$ cat src/rtl/scl_clamp_release_seq.sv
// scl_clamp_release_seq: power-up sequencer for the pad-ring clamp groups.
// Keeps every clamp group engaged until pwr_good has been continuously high
// for SETTLE cycles. It then releases the groups in ascending order, one group
// every STAGGER cycles. Any supply loss re-engages all groups on the same edge.
// Ports:
//   clock        system clock, rising edge
//   reset        synchronous active-high reset
//   pwr_good     supply-good indication, already synchronised
//   sw_hold      software request to keep or return clamps engaged
//   fault_clr    clears the sticky fault flag
//   clamp_en     per-group clamp enable, 1 = engaged
//   release_done high while all groups are released (RUN)
//   seq_state    0 CLAMP, 1 SETTLE, 2 RELEASE, 3 RUN
//   fault        sticky: supply lost during RELEASE or RUN
module scl_clamp_release_seq #(
    parameter int NGRP    = 4,
    parameter int SETTLE  = 16,
    parameter int STAGGER = 4,
    parameter int CW      = 8
) (
    input  logic            clock,
    input  logic            reset,
    input  logic            pwr_good,
    input  logic            sw_hold,
    input  logic            fault_clr,
    output logic [NGRP-1:0] clamp_en,
    output logic            release_done,
    output logic [1:0]      seq_state,
    output logic            fault
);
    localparam logic [1:0] CLAMP   = 2'd0;
    localparam logic [1:0] SETL    = 2'd1;
    localparam logic [1:0] RELEASE = 2'd2;
    localparam logic [1:0] RUN     = 2'd3;
    localparam int IW = NGRP > 1 ? $clog2(NGRP) : 1;
    localparam logic [CW-1:0] SET_M1 = CW'(SETTLE - 1);
    localparam logic [CW-1:0] STG_M1 = CW'(STAGGER - 1);
    localparam logic [IW-1:0] LAST   = IW'(NGRP - 1);

    logic [CW-1:0] cnt;
    logic [IW-1:0] idx;

    always_ff @(posedge clock) begin
        if (reset) begin
            clamp_en     <= '1;
            release_done <= 1'b0;
            seq_state    <= CLAMP;
            fault        <= 1'b0;
            cnt          <= '0;
            idx          <= '0;
        end else begin
            // Placed first so that a simultaneous set below takes priority.
            if (fault_clr) fault <= 1'b0;
            case (seq_state)
                CLAMP: begin
                    clamp_en     <= '1;
                    release_done <= 1'b0;
                    if (pwr_good && !sw_hold) begin
                        seq_state <= SETL;
                        cnt       <= '0;
                        idx       <= '0;
                    end
                end
                SETL: begin
                    if (!pwr_good || sw_hold) begin
                        seq_state <= CLAMP;
                        cnt       <= '0;
                    end else if (cnt == SET_M1) begin
                        clamp_en[0]  <= 1'b0;
                        cnt          <= '0;
                        idx          <= IW'(1);
                        seq_state    <= NGRP == 1 ? RUN : RELEASE;
                        release_done <= NGRP == 1;
                    end else begin
                        cnt <= cnt + CW'(1);
                    end
                end
                RELEASE: begin
                    if (!pwr_good) begin
                        seq_state <= CLAMP;
                        clamp_en  <= '1;
                        fault     <= 1'b1;
                        cnt       <= '0;
                        idx       <= '0;
                    end else if (!sw_hold) begin
                        if (cnt == STG_M1) begin
                            // Mask form avoids a variable bit-select on clamp_en.
                            clamp_en <= clamp_en & ~(NGRP'(1) << idx);
                            cnt      <= '0;
                            idx      <= idx + IW'(1);
                            if (idx == LAST) begin
                                seq_state    <= RUN;
                                release_done <= 1'b1;
                            end
                        end else begin
                            cnt <= cnt + CW'(1);
                        end
                    end
                end
                default: begin
                    if (!pwr_good) begin
                        seq_state    <= CLAMP;
                        clamp_en     <= '1;
                        release_done <= 1'b0;
                        fault        <= 1'b1;
                        cnt          <= '0;
                        idx          <= '0;
                    end
                end
            endcase
        end
    end
endmodule

$ cat config.mk
export PLATFORM = sky130hd
export DESIGN_NAME = scl_clamp_release_seq
export DESIGN_NICKNAME = d
export VERILOG_FILES = /design/src/rtl/scl_clamp_release_seq.sv
export SDC_FILE = /design/constraint.sdc
export NUM_CORES = 1
export LEC_CHECK = 0
export BUFFER_PORTS_ARGS = -buffer_cell sky130_fd_sc_hd__buf_4
export CORE_ASPECT_RATIO = 2
export CORE_MARGIN = 2
export CORE_UTILIZATION = 35
export DETAILED_ROUTE_END_ITERATION = 10
export SLEW_MARGIN = 0
export SYNTH_ARGS = -nofsm -noshare
export SYNTH_HDL_FRONTEND = slang
export SYNTH_SLANG_ARGS = --single-unit
export TNS_END_PERCENT = 5
$ cat constraint.sdc
create_clock -name clock -period 4.56 [get_ports clock]
set_input_delay 0.456 -clock clock [delete_from_list [all_inputs] [get_ports clock]]
set_output_delay 0.456 -clock clock [all_outputs]
set_load 0.03 [all_outputs]
==> impl_metrics.ini <==
[status]
status = finished, final reports clean

[final_layout]
seq_area_um2 = 360.3
drive_gt1_share_pct = 17.88
layout.cells.most_common_list = dfxtp_1 (18), buf_4 (12), o21ai_0 (10), inv_1 (9), ha_1 (9)
fin_util_pct = 41.15
area_growth_syn_to_layout_pct = 12.11
fin_cells = 183
num-fill-cells = 364
diodes = 0
mostFrequentLayoutCell = dfxtp_1
finish.instance_area_um2 = 1390
multi_input_area_um2 = 810.8
nets = 166

[critical_path]
critical_path_class = flop to flop
crit_arrival_ns = 2.46
cp.required_ns = 4.72
cp-end-kind = flop
worstPathMaxFanout = 13
start_kind = flop

[routing]
detail-route-antenna-nets = 0
routedWlPerCell_um = 16.86
drcViolationCount = 0
first_pass_iters = 4
initialDrtViolationCount = 34
drt-total-wl_um = 3085
avgViaCountPerCell = 6.306
vias = 1154

[timing]
rsz0062_at_grt = false
slew_headroom_pct = 47.24
setup_viol_count_final = 0
drv_slew = 0
fmax_ghz = 0.4355
worstMarginPinSlew_ns = 0.7831
finClkSkew_ns = 0.005696
hold_viol_final = 0
hold_ws_ns = 0.4522
period_needed_ns = 2.296
final.setup.worst_slack_ns = 2.264
fin_tns_setup_ns = 0
post-route-period-util_pct = 50.35

[yosys]
yosysWarnings = 0
synth-seq-area-share_pct = 29.06
synthCells = 142
synth_seq_cells = 18
synth.distinct_cells = 45
syn-cell-area_um2 = 1240
synth_top_flop_cell = dfxtp_1
avgSynthCellArea_um2 = 8.732
synthArstFlopShare_pct = 0
syn_nets = 156
synth_edf_count = 0

[placement]
placed_area_um2 = 1335
gp_routability_congestion = 0.8899
dp_slack_ns = 2.274
placedCellCount = 179
numPortBuffers = 12
dp_hpwl_um = 2428

[worst_hold_path]
hp-class = flop to flop

[global_routing]
grt_pass1_vias = 1138
antenna_found_initial = 0
grt_pass1_wl_um = 5037
track_usage_pct = 16.96
grt-ovfl-total = 0
grt_max_degree = 22

[clocking]
cts_buffers = 3
post_cts_resize_count = 0
cts_root_buffer = clkbuf_8
cts.hold.buffers_added = 0
clock_latency_ns = 0.26
cts_buffer_depth = 2
cts.clk_slew.worst_paths_ns = 0.07
cts_setup_buffers = 0
cts_sinks = 18
cts_tree = built
htreeDepth = 1

[power_and_ir_drop]
powerDensity_nw_per_um2 = 392.1
power.leakage_nw = 0.4927
ir_worst_vdd_v = 0.0001310
power_uw = 545.0

[floorplan]
coreArea_um2 = 3378
rows = 30
fp.dieW_um = 46.09
die_h_um = 88.18
die-area_um2 = 4064
start_util_pct = 36.70
ios = 13

[job]
cap_viol_max_count = 0
[flip-flops by register name, summed over array words and instances (netlist names)]
register,flops
clamp_en,4
idx,2
cnt,8
seq_state,2
fault,1
release_done,1
[routing by layer]
metal  track usage, %  share of wire (%)  vias to the layer above
met5                0                  0                        -
met4            10.39                4.0                        0
met1            15.80                 36                      549
li1                 -                  -                      559
met3            2.062                2.8                       14
met2            31.94                 57                       32
[cell usage after synthesis (3+ instances only)]
| cell type | number | area (µm²) |
|---|---|---|
| dfxtp_1 | 18 | 360.4 |
| ha_1 | 9 | 112.6 |
| and2_1 | 3 | 18.77 |
| nand2_1 | 5 | 18.77 |
| nand3_1 | 8 | 40.04 |
| a21o_1 | 4 | 30.03 |
| nor2_1 | 7 | 26.28 |
| o41ai_1 | 3 | 26.28 |
| a221oi_1 | 7 | 61.31 |
| nand2b_1 | 4 | 25.02 |
| inv_1 | 9 | 33.78 |
| nor2b_1 | 4 | 25.02 |
| a31oi_1 | 3 | 18.77 |
| clkbuf_1 | 5 | 18.77 |
| nor3_1 | 3 | 15.01 |
| o21ai_0 | 10 | 50.05 |
[area by class of cell]
type                            instances  share of cell area [%]
Timing Repair Buffer                   12                   6.481
Sequential cell                        18                   25.92
Multi-Input combinational cell        108                   58.33
Clock buffer                            4                   3.960
Tap cell                               32                   2.880
Inverter                                9                   2.430
[report_power, final]
part           internal, mW  switching, mW
sequential            0.171         0.0112
clock                0.0768         0.0587
combinational        0.0853          0.142
[path summary, 6_finish.rpt]
path | start | end | slack (ns) | depth (start not counted)
max | seq_state[1] | cnt[4] | 2.26 | 6
min | clamp_en[3] | clamp_en[3] | 0.45 | 1
max reg2reg | seq_state[1] | cnt[4] | 2.26 | 6
min reg2reg | clamp_en[3] | clamp_en[3] | 0.45 | 1
[cell families after synthesis]
family,Yosys count,share of synthesized area (%)
adder cells (fa/ha/maj),9,9.082
multiplexers,4,4.036
flip-flops,18,29.06
AO/OA/AOI/OAI,43,26.84
buffers and inverters,16,5.549
AND/OR/NAND/NOR,52,25.43
[critical path, cell delays in order (launching register included)]
cell and delay [ns]:
dfxtp_1 0.36, inv_1 0.11, ha_1 0.34, nor3_1 0.13, o21a_1 0.34, or4_2 0.64, a221oi_1 0.28
(Power assumes the default switching activity.)
